### config.mk
export PLATFORM = sky130hd
export DESIGN_NAME = dmem_arbiter
export DESIGN_NICKNAME = d
export VERILOG_FILES = /design/src/rtl/dmem_pkg.sv /design/src/rtl/dmem_load_align.sv /design/src/rtl/dmem_arbiter.sv
export SDC_FILE = /design/constraint.sdc
export NUM_CORES = 1
export LEC_CHECK = 0
export BUFFER_PORTS_ARGS = -buffer_cell sky130_fd_sc_hd__buf_2
export CAP_MARGIN = 20
export CORE_AREA = 4 4 119 121
export CTS_CLUSTER_SIZE = 20
export DETAILED_ROUTE_END_ITERATION = 10
export DIE_AREA = 0 0 123 125
export PLACE_DENSITY = 0.79
export SETUP_SLACK_MARGIN = 0.02
export SYNTH_ARGS = -nofsm -noshare
export SYNTH_HDL_FRONTEND = slang
export SYNTH_SLANG_ARGS = --single-unit
export TNS_END_PERCENT = 20
### constraint.sdc
create_clock -name clk -period 6.4 [get_ports clk]
set_input_delay 1.28 -clock clk [delete_from_list [all_inputs] [get_ports clk]]
set_output_delay 1.28 -clock clk [all_outputs]
set_load 0.005 [all_outputs]
### src/rtl/dmem_pkg.sv
`default_nettype none
// ============================================================================
// dmem_pkg : memory command codes, arbiter state type, command classifiers
// Revision : 1.0
// ============================================================================
package dmem_pkg;

  localparam logic [3:0] c_MEM_NONE = 4'd0;
  localparam logic [3:0] c_MEM_LB   = 4'd1;
  localparam logic [3:0] c_MEM_LH   = 4'd2;
  localparam logic [3:0] c_MEM_LW   = 4'd3;
  localparam logic [3:0] c_MEM_LBU  = 4'd4;
  localparam logic [3:0] c_MEM_LHU  = 4'd5;
  localparam logic [3:0] c_MEM_SB   = 4'd6;
  localparam logic [3:0] c_MEM_SH   = 4'd7;
  localparam logic [3:0] c_MEM_SW   = 4'd8;

  typedef enum logic [0:0] {
    ARB   = 1'b0,
    BURST = 1'b1
  } arb_state_t;

  typedef enum logic [1:0] {
    SZ_BYTE = 2'd0,
    SZ_HALF = 2'd1,
    SZ_WORD = 2'd2
  } acc_size_t;

  function automatic logic is_load(input logic [3:0] cmd);
    return (cmd == c_MEM_LB) || (cmd == c_MEM_LH) || (cmd == c_MEM_LW) ||
           (cmd == c_MEM_LBU) || (cmd == c_MEM_LHU);
  endfunction

  function automatic logic is_store(input logic [3:0] cmd);
    return (cmd == c_MEM_SB) || (cmd == c_MEM_SH) || (cmd == c_MEM_SW);
  endfunction

  function automatic logic is_valid_cmd(input logic [3:0] cmd);
    return is_load(cmd) || is_store(cmd);
  endfunction

  function automatic acc_size_t access_size(input logic [3:0] cmd);
    acc_size_t sz;
    sz = SZ_BYTE;
    if ((cmd == c_MEM_LH) || (cmd == c_MEM_LHU) || (cmd == c_MEM_SH)) sz = SZ_HALF;
    if ((cmd == c_MEM_LW) || (cmd == c_MEM_SW)) sz = SZ_WORD;
    return sz;
  endfunction

  function automatic logic is_signed(input logic [3:0] cmd);
    return (cmd == c_MEM_LB) || (cmd == c_MEM_LH);
  endfunction

  function automatic logic is_misaligned(input logic [3:0] cmd, input logic [1:0] addr_lo);
    logic mis;
    mis = 1'b0;
    if (is_valid_cmd(cmd)) begin
      case (access_size(cmd))
        SZ_HALF: mis = addr_lo[0];
        SZ_WORD: mis = |addr_lo;
        default: mis = 1'b0;
      endcase
    end
    return mis;
  endfunction

endpackage
`default_nettype wire

### src/rtl/dmem_load_align.sv
`default_nettype none
// ============================================================================
// dmem_load_align : byte/half lane select and sign/zero extension of a load
// Revision : 1.0
// ============================================================================
module dmem_load_align
  import dmem_pkg::*;
(
  input  logic [31:0] i_word,
  input  logic [1:0]  i_addr_lo,
  input  logic [3:0]  i_cmd,
  output logic [31:0] o_data
);

  logic [7:0]  w_byte;
  logic [15:0] w_half;
  logic        w_sext;

  always_comb begin
    case (i_addr_lo)
      2'd0:    w_byte = i_word[7:0];
      2'd1:    w_byte = i_word[15:8];
      2'd2:    w_byte = i_word[23:16];
      default: w_byte = i_word[31:24];
    endcase
    w_half = i_addr_lo[1] ? i_word[31:16] : i_word[15:0];
    w_sext = is_signed(i_cmd);
    o_data = '0;
    // Non-load commands (stores, NONE) yield zero so the caller can register it blindly
    if (is_load(i_cmd)) begin
      case (access_size(i_cmd))
        SZ_BYTE: o_data = {{24{w_sext & w_byte[7]}}, w_byte};
        SZ_HALF: o_data = {{16{w_sext & w_half[15]}}, w_half};
        default: o_data = i_word;
      endcase
    end
  end

endmodule
`default_nettype wire

### src/rtl/dmem_arbiter.sv
`default_nettype none
// ============================================================================
// dmem_arbiter : two-port arbiter (core / loader) in front of single-port dmem
// Revision : 1.0
// ============================================================================
module dmem_arbiter
  import dmem_pkg::*;
#(
  parameter int MAX_WAIT  = 4,
  parameter int BURST_MAX = 8
) (
  input  logic        clk,
  input  logic        rst,
  input  logic        p0_req,
  input  logic [3:0]  p0_cmd,
  input  logic [31:0] p0_addr,
  input  logic [31:0] p0_din,
  output logic        p0_gnt,
  output logic        p0_rvalid,
  output logic [31:0] p0_rdata,
  output logic        p0_err,
  input  logic        p1_req,
  input  logic [3:0]  p1_cmd,
  input  logic [31:0] p1_addr,
  input  logic [31:0] p1_din,
  input  logic        p1_lock,
  output logic        p1_gnt,
  output logic        p1_rvalid,
  output logic [31:0] p1_rdata,
  output logic        p1_err,
  output logic [3:0]  mem_cmd,
  output logic [31:0] mem_addr,
  output logic [31:0] mem_din,
  input  logic [31:0] mem_dout
);

  localparam int c_WAIT_W  = (MAX_WAIT < 3) ? 2 : $clog2(MAX_WAIT + 1);
  localparam int c_BURST_W = (BURST_MAX < 2) ? 2 : $clog2(BURST_MAX + 1);
  localparam logic [c_WAIT_W-1:0]  c_WAIT_MAX  = c_WAIT_W'(MAX_WAIT);
  localparam logic [c_WAIT_W-1:0]  c_WAIT_TWO  = c_WAIT_W'(2);
  localparam logic [c_WAIT_W-1:0]  c_WAIT_ONE  = c_WAIT_W'(1);
  localparam logic [c_BURST_W-1:0] c_BURST_MAX = c_BURST_W'(BURST_MAX);
  localparam logic [c_BURST_W-1:0] c_BURST_ONE = c_BURST_W'(1);

  arb_state_t           r_state, w_state_nxt;
  logic [c_WAIT_W-1:0]  r_wait_cnt, w_wait_nxt;
  logic [c_BURST_W-1:0] r_burst_cnt, w_burst_nxt;
  logic                 r_rr_last, w_rr_nxt;

  logic        w_v0, w_v1, w_p1_pri, w_gnt0, w_gnt1, w_mis;
  logic [3:0]  w_cmd;
  logic [31:0] w_addr, w_din, w_ld_data, w_rsp_data;

  logic        r_p0_rvalid, r_p0_err, r_p1_rvalid, r_p1_err;
  logic [31:0] r_p0_rdata, r_p1_rdata;

  assign w_v0 = p0_req & is_valid_cmd(p0_cmd);
  assign w_v1 = p1_req & is_valid_cmd(p1_cmd);
  // Loader wins a contended cycle when starved, or when the core won last and loader has waited twice
  assign w_p1_pri = (r_wait_cnt == c_WAIT_MAX) || (!r_rr_last && (r_wait_cnt >= c_WAIT_TWO));

  always_comb begin
    w_state_nxt = r_state;
    w_burst_nxt = r_burst_cnt;
    w_rr_nxt    = r_rr_last;
    w_gnt0      = 1'b0;
    w_gnt1      = 1'b0;
    case (r_state)
      ARB: begin
        if (w_v0 && w_v1) begin
          w_gnt1 = w_p1_pri;
          w_gnt0 = !w_p1_pri;
        end else begin
          w_gnt0 = w_v0;
          w_gnt1 = w_v1;
        end
        if (w_gnt0 || w_gnt1) w_rr_nxt = w_gnt1;
        if (w_gnt1 && p1_lock) begin
          w_state_nxt = BURST;
          w_burst_nxt = c_BURST_ONE;
        end
      end
      BURST: begin
        w_gnt1 = w_v1 && (r_burst_cnt != c_BURST_MAX);
        if (w_gnt1) w_burst_nxt = r_burst_cnt + c_BURST_ONE;
        if (!p1_lock || !p1_req || (r_burst_cnt == c_BURST_MAX)) begin
          w_state_nxt = ARB;
          w_rr_nxt    = 1'b1;
        end
      end
      default: w_state_nxt = ARB;
    endcase
    if (rst) begin
      w_gnt0 = 1'b0;
      w_gnt1 = 1'b0;
    end
    w_wait_nxt = r_wait_cnt;
    if (w_gnt1)                                    w_wait_nxt = '0;
    else if (p1_req && (r_wait_cnt != c_WAIT_MAX)) w_wait_nxt = r_wait_cnt + c_WAIT_ONE;
  end

  always_comb begin
    w_cmd  = c_MEM_NONE;
    w_addr = '0;
    w_din  = '0;
    if (w_gnt0) begin
      w_cmd  = p0_cmd;
      w_addr = p0_addr;
      w_din  = p0_din;
    end else if (w_gnt1) begin
      w_cmd  = p1_cmd;
      w_addr = p1_addr;
      w_din  = p1_din;
    end
  end

  assign w_mis      = is_misaligned(w_cmd, w_addr[1:0]);
  assign mem_cmd    = w_mis ? c_MEM_NONE : w_cmd;
  assign mem_addr   = w_addr;
  assign mem_din    = w_din;
  assign w_rsp_data = w_mis ? 32'd0 : w_ld_data;

  dmem_load_align u_load_align (
    .i_word    (mem_dout),
    .i_addr_lo (w_addr[1:0]),
    .i_cmd     (w_cmd),
    .o_data    (w_ld_data)
  );

  always_ff @(posedge clk or posedge rst) begin
    if (rst) begin
      r_state     <= ARB;
      r_wait_cnt  <= '0;
      r_burst_cnt <= '0;
      r_rr_last   <= 1'b1;
      r_p0_rvalid <= 1'b0;
      r_p0_err    <= 1'b0;
      r_p0_rdata  <= '0;
      r_p1_rvalid <= 1'b0;
      r_p1_err    <= 1'b0;
      r_p1_rdata  <= '0;
    end else begin
      r_state     <= w_state_nxt;
      r_wait_cnt  <= w_wait_nxt;
      r_burst_cnt <= w_burst_nxt;
      r_rr_last   <= w_rr_nxt;
      r_p0_rvalid <= w_gnt0;
      r_p0_err    <= w_gnt0 & w_mis;
      r_p0_rdata  <= w_gnt0 ? w_rsp_data : 32'd0;
      r_p1_rvalid <= w_gnt1;
      r_p1_err    <= w_gnt1 & w_mis;
      r_p1_rdata  <= w_gnt1 ? w_rsp_data : 32'd0;
    end
  end

  assign p0_gnt    = w_gnt0;
  assign p1_gnt    = w_gnt1;
  assign p0_rvalid = r_p0_rvalid;
  assign p0_err    = r_p0_err;
  assign p0_rdata  = r_p0_rdata;
  assign p1_rvalid = r_p1_rvalid;
  assign p1_err    = r_p1_err;
  assign p1_rdata  = r_p1_rdata;

endmodule
`default_nettype wire

After elaboration in Yosys (flattened, before gate mapping). Index checks and enable logic that the tools add are counted.

Bits in registers: 77. Bits of input ports: 173. Output and inout port bits: 138. Logic and storage cells: 139.

Add/subtract/negate cells: 2. $lt $le $gt $ge: 1. Eq/ne operators: 37. Muxes and demuxes: 39. Bitwise gates (word level): 7. Reduce and logical (&&, ||, !) cells: 43.

Operator list (number): $mux 32 (8); $pmux 32 s2 (1); $eq 4x3->1 const B (12); $logic_or 1x1->1 (28); $eq 4x2->1 const B (6); $pmux 8 s3 (1); $mux 4 (5); $eq 4x4->1 const B (4); $mux 16 (1); $mux 1 (13); $eq 4x1->1 const B (3); $pmux 1 s2 (4); $pmux 4 s2 (1); $and 1x1->1 (6); $eq 2x1->1 const B (3); $mux 2 (3); $mux 3 (2); $logic_and 1x1->1 (5); $add 4x1->4 const B (1); $eq 2x2->1 const B (2); $logic_not 1->1 (4); $logic_not 2->1 (2); $ne 2x1->1 const B (2); $ne 2x2->1 const B (2); 9 further kinds (10).

Logic depth before layout (Yosys ltp). Gate-level depths: netlist (run 1).

Word-level depth: 26. Gate-level depth with buffers: 13. Mapped depth without buffers: 12.

Modules after synthesis. From an unflattened synthesis (run 1), not the netlist that was laid out.

Cell total of the unflattened synthesis: 523. Area total of the unflattened synthesis: 4862.2 um2.

By module, submodules not included: dmem_arbiter (times used 1, cells each 411, area each 3950.0 um2, sequential area each 1928.1 um2); dmem_load_align (times used 1, cells each 112, area each 912.1 um2, sequential area each 0.0 um2).

Worst setup path before layout (run 1). Ideal clock, no wire load.

Kind: input to output. Start point: input rst. End point: output mem_cmd[1]. Data arrival time: 4987 ps. Required time: 5120 ps. Setup slack: 133 ps. Stages: 8. Path buffers: 1. Cells stage by stage: inv_1 > o211ai_1 > inv_2 > a22oi_2 > mux2_4 > a211oi_2 > clkbuf_1 > nor2_1.

Cells in the longest elaborated chain, start to end: 13. Elaborated cells on any way between the ends: 33. Those cells by class: eq/ne: 10; mux: 12; reduce/logical: 11.

Ends and longest elaborated chain: from (decl) (line dmem_arbiter.sv:13) `input logic rst,`; $mux 1 (line dmem_arbiter.sv:93) `if (rst) begin`; $mux 4 (line dmem_arbiter.sv:110) `end else if (w_gnt1) begin`; $mux 4 (line dmem_arbiter.sv:106) `if (w_gnt0) begin`; $eq 4x2->1 / $eq 4x3->1 (equally long branches) (line dmem_pkg.sv:30, dmem_pkg.sv:45, dmem_pkg.sv:31); $logic_or 1x1->1 (2 in a row) (line dmem_pkg.sv:45) `if ((cmd == c_MEM_LH) || (cmd == c_MEM_LHU) || (cmd == c_MEM_SH)) sz = SZ_HALF;`; $mux 1 (line dmem_pkg.sv:45); $mux 2 (line dmem_pkg.sv:46) `if ((cmd == c_MEM_LW) || (cmd == c_MEM_SW)) sz = SZ_WORD;`; $mux 2 (line dmem_pkg.sv:57) `if (is_valid_cmd(cmd)) begin`; $eq 2x2->1 / $eq 2x1->1 (equally long branches) (line dmem_pkg.sv:58) `case (access_size(cmd))`; $pmux 1 s2 (line dmem_pkg.sv:58); $mux 1 (line dmem_pkg.sv:57); $mux 4 * (line dmem_arbiter.sv:118) `assign mem_cmd = w_mis ? c_MEM_NONE : w_cmd;`; to (decl) (line dmem_arbiter.sv:31) `output logic [3:0] mem_cmd,`.

Mark *: on every way between the ends. The rest lies on a longest branch, timed or not. The select of a mux whose other input is x is not followed.

Worst setup path after layout (run 1).
Start point: input p1_cmd[1]. End point: output mem_cmd[0].

Cells in the longest elaborated chain, start to end: 24. Elaborated cells on any way between the ends: 57. Those cells by class: eq/ne: 18; mux: 18; bitwise: 1; reduce/logical: 20.

Ends and longest elaborated chain: from (decl) (line dmem_arbiter.sv:23) `input logic [3:0] p1_cmd,`; $eq 4x1->1 / $eq 4x2->1 (equally long branches) (line dmem_pkg.sv:30) `return (cmd == c_MEM_LB) || (cmd == c_MEM_LH) || (cmd == c_MEM_LW) ||`; $logic_or 1x1->1 (3 in a row) (line dmem_pkg.sv:30); $logic_or 1x1->1 (line dmem_pkg.sv:31) `(cmd == c_MEM_LBU) || (cmd == c_MEM_LHU);`; $logic_or 1x1->1 (line dmem_pkg.sv:39) `return is_load(cmd) || is_store(cmd);`; $and 1x1->1 (line dmem_arbiter.sv:58) `assign w_v1 = p1_req & is_valid_cmd(p1_cmd);`; $logic_and 1x1->1 (line dmem_arbiter.sv:70) `if (w_v0 && w_v1) begin`; $mux 1 (line dmem_arbiter.sv:70); $mux 1 (line dmem_arbiter.sv:68) `case (r_state)`; [... 5 more ...]; $logic_or 1x1->1 (2 in a row) (line dmem_pkg.sv:45); $mux 1 (line dmem_pkg.sv:45); $mux 2 (line dmem_pkg.sv:46); $mux 2 (line dmem_pkg.sv:57); $eq 2x2->1 / $eq 2x1->1 (equally long branches) (line dmem_pkg.sv:58); $pmux 1 s2 (line dmem_pkg.sv:58); $mux 1 (line dmem_pkg.sv:57); $mux 4 * (line dmem_arbiter.sv:118).

Marks and branches as above.

==> results.ini, run 1 <==
[status]
outcome=complete, no violations

[synth]
synthCells=441
syn_area_sq_um=4235
ys_types=56
synth_edf_count=0
ys.flop_type=dfrtp_1
syn_avg_cell_area_sq_um=9.604
yosys.area.top_type_share=0.4490
synth_top_area_cell=dfrtp_1
synthTopCellsByArea=dfrtp_1 (45%), a22o_1 (13%), nor2_1 (5.8%)
synth_seq_cells=77
async_flop_share=1.000
yosysWarningCount=0
synth_fp_nets=619
yosysSeqAreaShare=0.4552

[global_routing]
antenna_found_initial=13
grt_pass1_vias=4583
grtUsageMet3=0.1296
grt_pass1_wl_um=27790
busiest_layer=met2
grt_util_met1=0.2847
overflow=0
grt_usage=0.2487
grt_use_met2=0.3995
grt_start_max_net_pins=79

[timing]
setup_slack_ns=1.001
finalClockSkew_ns=0.008616
setup-violations-final=0
tns_ns=0
post-route-period-util=0.8435
tightest_slew_ns=0.9487
rsz0062_at_grt=no
slew_headroom=0.3675
slew_viol_final=0
max_freq_ghz=0.1852
finalCriticalPeriod_ns=5.399
hold_viol=0

[worst_setup_path]
crit_type=input pin to output pin
worstSetupStartpointType=input pin
cp.arrival_ns=4.12
required_ns=5.12
crit_fanout=29
cp-end-kind=output pin

[die]
die_area_sq_um=15380
io-pin-count=311
core_region_area_sq_um=13090
die_w_um=123
num_rows=42
initial_core_util=0.3237
die_y_um=125

[power]
peakVddDrop_v=0.0001333
power_density_nw_per_um2=223.6
power_leakage_nw=3.543
p_total_mw=1.398

[final_layout]
utilization=0.4780
syn2layout_area_growth_pct=47.68
multi_input_area_sq_um=2142
ff_latch_area_sq_um=1928
num-fill-cells=1281
final_nets=920
drive_above_1_share=0.4752
mostFrequentLayoutCell=buf_2
layout_common_cells=buf_2 (310), dfrtp_1 (76), nor2_1 (65)
stdcell_area_sq_um=6255

[cts]
clkLatencyLatePin_ns=0.34
path_clk_slew_ns=0.06
cts_root_buf=clkbuf_16
cts_resized=0
cts.sinks=77
cts_tree=done
cts_hold_buf=0
htreeDepth=3
post_cts_buffers=0
cts-buffers-inserted=9
cts.path.max_buffers=2

[routing]
vias_per_cell=5.088
first_pass_iters=5
wl_per_cell_um=21.31
drt_iter0_drc=352
wl_um=19780
drtAntennaViolNets=0
vias=4722
drc=0

[placement]
place_area_sq_um=5939
dpl.hpwl_um=16320
place_ws_ns=1.008
port_buffers=310
place.gp.congestion=0.9169

[run]
maxCapViolations=0

[hold_path]
hold_class=flip-flop to flip-flop

## flip-flops by register name, indices dropped and copies added, names as in the netlist
| register | count |
|---|---|
| p0_err | 1 |
| p0_rdata | 32 |
| p0_rvalid | 1 |
| p1_err | 1 |
| p1_rdata | 32 |
| p1_rvalid | 1 |
| r_burst_cnt | 4 |
| r_rr_last | 1 |
| r_state | 1 |
| r_wait_cnt | 3 |
## final cells by class
type                       count  area share
sequential                    77      0.3083
multi-input combinational    326      0.3425
timing repair buffer         317      0.2565
inverter                      11    0.007201
tap                          176     0.03521
antenna                        5    0.002000
clock inverter                 5    0.009602
clock buffer                  11     0.03881
## worst max-delay path, cell delays in order
cell and delay, ns:
buf_2 0.12, nor3_2 0.24, mux2i_1 0.33, o211ai_1 0.27
inv_2 0.47, a32oi_1 0.28, o21a_1 0.24, buf_4 0.20
a211oi_2 0.22, buf_4 0.25, nor2_1 0.08, buf_2 0.14
## per-layer routing
layer  vias up  share of wire  wire [um]
li1       2225              -          -
met1      2212           0.36       7163
met2       248           0.47       9335
met3        33           0.14       2715
met4         4          0.028        545
met5         -         0.0011         21
## cells by family (layout without fill, tap and decap cells)
| group | Yosys count | after routing | synth area share |
|---|---|---|---|
| and+or+nand+nor | 167 | 167 | 0.1988 |
| AOI/OAI and AO/OA | 147 | 147 | 0.2747 |
| DFF | 77 | 77 | 0.4552 |
| buffers and inverters | 38 | 344 | 0.03900 |
| adders and majority gates | 5 | 5 | 0.01477 |
| muxes | 4 | 4 | 0.01122 |
| xor gates and xnor gates | 3 | 3 | 0.006205 |
| other | 0 | 5 | 0 |
## path summary, 6_finish.rpt
check / startpoint / to / slack (ns) / cells past startpoint
worst max-delay path: p1_cmd[1] / mem_cmd[0] / 1.00 / 12
worst min-delay path: r_rr_last$_DFFE_PP1P_ / r_rr_last$_DFFE_PP1P_ / 0.47 / 2
worst max register to register: r_wait_cnt[0]$_DFFE_PP0P_ / p0_rdata[3]$_DFF_PP0_ / 2.41 / 13
worst min register to register: r_rr_last$_DFFE_PP1P_ / r_rr_last$_DFFE_PP1P_ / 0.47 / 2
max in group asynchronous: rst / p1_rdata[13]$_DFF_PP0_ / 4.52 / 3
min in group asynchronous: rst / r_wait_cnt[1]$_DFFE_PP0P_ / 1.28 / 3
## per-stage QoR
step | cells | hold WS (ns)
finish | 928 | 0.4716
global route | 926 | 0.5005
CTS | 923 | 0.4761
detailed placement | 907 | 0.4673
global placement | 907 | 0.4658
floorplan | 441 | 0.4482
## cell usage after synthesis (2+ instances only)
cell type and count:
nand3_1 10, a22o_1 62, ha_1 5, buf_2 4, a21oi_4 2, and2_1 36
a221oi_1 7, a211oi_2 3, buf_6 2, o21a_1 2, o2111ai_1 2, buf_1 9
inv_2 2, nand3b_1 2, o211ai_1 2, a32oi_1 2, xor2_1 2, o22ai_1 11
nor3_2 2, a21oi_1 15, dfrtp_1 76, o31a_1 2, mux2_2 2, inv_1 7
nor2_1 65, a22oi_2 2, nor3_1 17, nand2b_1 2, clkbuf_1 12, a21boi_0 2
and4b_1 3, o21ai_0 23, nand2_1 23
## report_power, final
group | internal [mW] | switching, mW
logic | 0.151 | 0.213
clock network | 0.313 | 0.195
registers | 0.510 | 0.0166
total | 0.974 | 0.424
(Power assumes the default switching activity.)
==> inputs of run 2 (changes only) <==
Settings changed: ABC_AREA set to 1, CORE_AREA 4 4 119 121 to 4 4 120 122, DIE_AREA 0 0 123 125 to 0 0 124 126, PLACE_DENSITY 0.79 to 0.83.
Clock period 6.4 ns to 4.8 ns, I/O delays scaled along.
==> results.ini, run 2 <==
[final_layout]
mostFrequentLayoutCell=buf_2  ; unchanged
num-fill-cells=1309  ; was 1281
syn2layout_area_growth_pct=41.06  ; was 47.68%
layout_common_cells=buf_2 (310), nand2_1 (166), nor2_1 (91)  ; was buf_2 (310), dfrtp_1 (76), nor2_1 (65)
utilization=0.5156  ; was 0.4780
drive_above_1_share=0.4147  ; was 0.4752
stdcell_area_sq_um=6800  ; was 6255 sq um
final_nets=1099  ; was 920

[power]
power_leakage_nw=4.025  ; was 3.543 nW
peakVddDrop_v=0.0001734  ; was 0.0001333 V
power_density_nw_per_um2=320.1  ; was 223.6 nW/um^2

[die]
core_region_area_sq_um=13190  ; was 13090 sq um
die_y_um=126  ; was 125 um
initial_core_util=0.3655  ; was 0.3237
die_w_um=124  ; was 123 um
num_rows=42  ; unchanged
die_area_sq_um=15620  ; was 15380 sq um
io-pin-count=311  ; unchanged

[worst_setup_path]
crit_fanout=28  ; was 29
cp_top_family=simple AND/OR/NAND/NOR gates  ; was buffers and inverters
crit_type=input pin to output pin  ; unchanged
slowest_stage=a21oi_2  ; was inv_2
crit_buf_inv=3  ; was 5
cp_common_cell=nand2_4
worstSetupStartpointType=input pin  ; unchanged
cp_cell_sequence=buf_2 -> nor2_2 -> nand2_1 -> nand2_1 -> nand4_1 -> a21oi_2 -> nand3_1 -> nand2_4 -> inv_2 -> nor2_1 -> nand2_2 -> nand2_4 -> nand2_4 -> nand2_4 -> a21oi_1 -> buf_2  ; was buf_2 -> nor3_2 -> mux2i_1 -> o211ai_1 -> inv_2 -> a32oi_1 -> o21a_1 -> buf_4 -> a211oi_2 -> buf_4 -> nor2_1 -> buf_2
cp-end-kind=output pin  ; unchanged
cp.arrival_ns=3.06  ; was 4.12 ns
required_ns=3.84  ; was 5.12 ns
slowest_delay_ns=0.30  ; was 0.47 ns

[cts]
cts_hold_buf=0  ; unchanged
cts_root_buf=clkbuf_16  ; unchanged
cts_resized=0  ; unchanged
post_cts_buffers=0  ; unchanged
cts.path.max_buffers=2  ; unchanged
cts.sinks=77  ; unchanged
htreeDepth=3  ; unchanged
cts_tree=done  ; unchanged
clkLatencyLatePin_ns=0.33  ; was 0.34 ns
cts-buffers-inserted=9  ; unchanged
path_clk_slew_ns=0.06  ; about the same

[synth]
synth_most_common_cell=nand2_1  ; was dfrtp_1
synth_top_area_cell=dfrtp_1  ; unchanged
syn_area_sq_um=4821  ; was 4235 sq um
async_flop_share=1.000  ; unchanged
ys.flop_type=dfrtp_1  ; unchanged
yosysWarningCount=0  ; unchanged
synthTopCellsByArea=dfrtp_1 (39%), nand2_1 (13%), a22o_1 (11%)  ; was dfrtp_1 (45%), a22o_1 (13%), nor2_1 (5.8%)
synth_seq_cells=77  ; unchanged
yosysSeqAreaShare=0.3999  ; was 0.4552
synthCells=629  ; was 441
synth_fp_nets=807  ; was 619
syn_avg_cell_area_sq_um=7.664  ; was 9.604 sq um
ys_types=39  ; was 56
synth_commonest_cells=nand2_1 (166), nor2_1 (91), dfrtp_1 (76)  ; was dfrtp_1 (76), nor2_1 (65), a22o_1 (62)
yosys.area.top_type_share=0.3945  ; was 0.4490
synth_edf_count=0  ; unchanged

[routing]
drtAntennaViolNets=0  ; unchanged
first_pass_iters=5  ; unchanged
vias=5308  ; was 4722
drt_iter0_drc=299  ; was 352
wl_per_cell_um=16.99  ; was 21.31 um
wl_um=18800  ; was 19780 um
vias_per_cell=4.799  ; was 5.088
drc=0  ; unchanged

[global_routing]
grt_util_met1=0.2708  ; was 0.2847
overflow=0  ; unchanged
grt_use_met2=0.4053  ; was 0.3995
grtUsageMet3=0.07578  ; was 0.1296
antenna_found_initial=6  ; was 13
grt_usage=0.2334  ; was 0.2487
grt_start_max_net_pins=78  ; was 79
busiest_layer=met2  ; unchanged
grt_pass1_wl_um=27950  ; was 27790 um
grt_pass1_vias=5160  ; was 4583

[placement]
place.gp.congestion=0.8879  ; was 0.9169
port_buffers=310  ; unchanged
dpl.hpwl_um=15260  ; was 16320 um
place_area_sq_um=6431  ; was 5939 sq um

[timing]
rsz0062_at_grt=no  ; unchanged
slew_viol_final=0  ; unchanged
finalCriticalPeriod_ns=4.021
hold_viol=0  ; unchanged
tightest_slew_ns=1.018  ; was 0.9487 ns
max_freq_ghz=0.2487
slew_headroom=0.3205  ; was 0.3675
tns_ns=0  ; unchanged
post-route-period-util=0.8377
finalClockSkew_ns=0.009227  ; was 0.008616 ns
setup-violations-final=0  ; unchanged

[hold_path]
hold_class=flip-flop to flip-flop  ; unchanged

[status]
outcome=complete, no violations  ; unchanged

[run]
maxCapViolations=0  ; unchanged

## run 2: cell count changes in the layout (fill, tap and decap cells not counted), moves of 8 or more
cell     change
o21ai_0     -18
nand2_1    +143
nor2_1      +26
nand2_4      +8
o22ai_1     -11
nand3_1     +23
and2_1      -36
inv_1       +51
nand2_2     +20
## run 2: power by group
| group | internal (mW) | switching, mW | total, mW |
|---|---|---|---|
| Clock | 0.537 | 0.262 | 0.799 |
| Sequential | 0.685 | 0.0207 | 0.706 |
| Combinational | 0.260 | 0.412 | 0.672 |
## run 2: final timing paths
path | from | slack [ns] | endpoint | cells after the start
min reg2reg | r_rr_last$_DFFE_PP1P_ | 0.48 | r_rr_last$_DFFE_PP1P_ | 2
max in group asynchronous | rst | 3.21 | p1_rdata[4]$_DFF_PP0_ | 3
max | p1_cmd[1] | 0.78 | mem_cmd[0] | 16
min in group asynchronous | rst | 0.96 | r_burst_cnt[3]$_DFFE_PP0P_ | 3
min | r_rr_last$_DFFE_PP1P_ | 0.48 | r_rr_last$_DFFE_PP1P_ | 2
max reg2reg | r_wait_cnt[0]$_DFFE_PP0P_ | 1.80 | p0_rdata[31]$_DFF_PP0_ | 15
## run 2: logic make-up after synthesis
logic type	count (synthesis)	synth area share
AO/OA/AOI/OAI	89	0.1498
AND/OR/NAND/NOR	358	0.3431
flip-flops	77	0.3999
buffers and inverters	100	0.09421
adder cells (fa/ha/maj)	5	0.01298
## run 2: layer usage
layer | wire length (um) | vias to the layer above
li1 | - | 2620
met2 | 9644 | 229
met5 | 39 | -
met1 | 7034 | 2426
met4 | 415 | 6
met3 | 1661 | 27
## run 2: stage by stage
step,power [mW],hold slack (ns),setup slack (ns),cells
after floorplan,1.154,0.4510,0.3949,629
after global routing,2.305,0.4959,0.5470,1105
final,2.177,0.4760,0.7790,1106
after global placement,1.379,0.4661,0.8388,1086
after CTS,2.190,0.4776,0.7861,1102
after detailed placement,1.389,0.4679,0.7872,1086
## run 2: area by class of cell
type / instances / area [sq um] / share of cell area
diodes: 4 / 10.01 / 0.001472
clock buffers: 11 / 252.7 / 0.03717
clock inverters: 5 / 106.4 / 0.01564
inverters: 66 / 254.0 / 0.03735
multi-input cells: 452 / 2440 / 0.3588
flip-flops and latches: 77 / 1928 / 0.2835
well taps: 176 / 220.2 / 0.03238
repair buffers: 315 / 1589 / 0.2337
## run 2: tightest hold or removal path: cells and delay by family (launching register included)
kind / cells / cell delay (ns)
AO/OA/AOI/OAI: 1 / 0.06
buffers and inverters: 1 / 0.05
flip-flops: 1 / 0.36
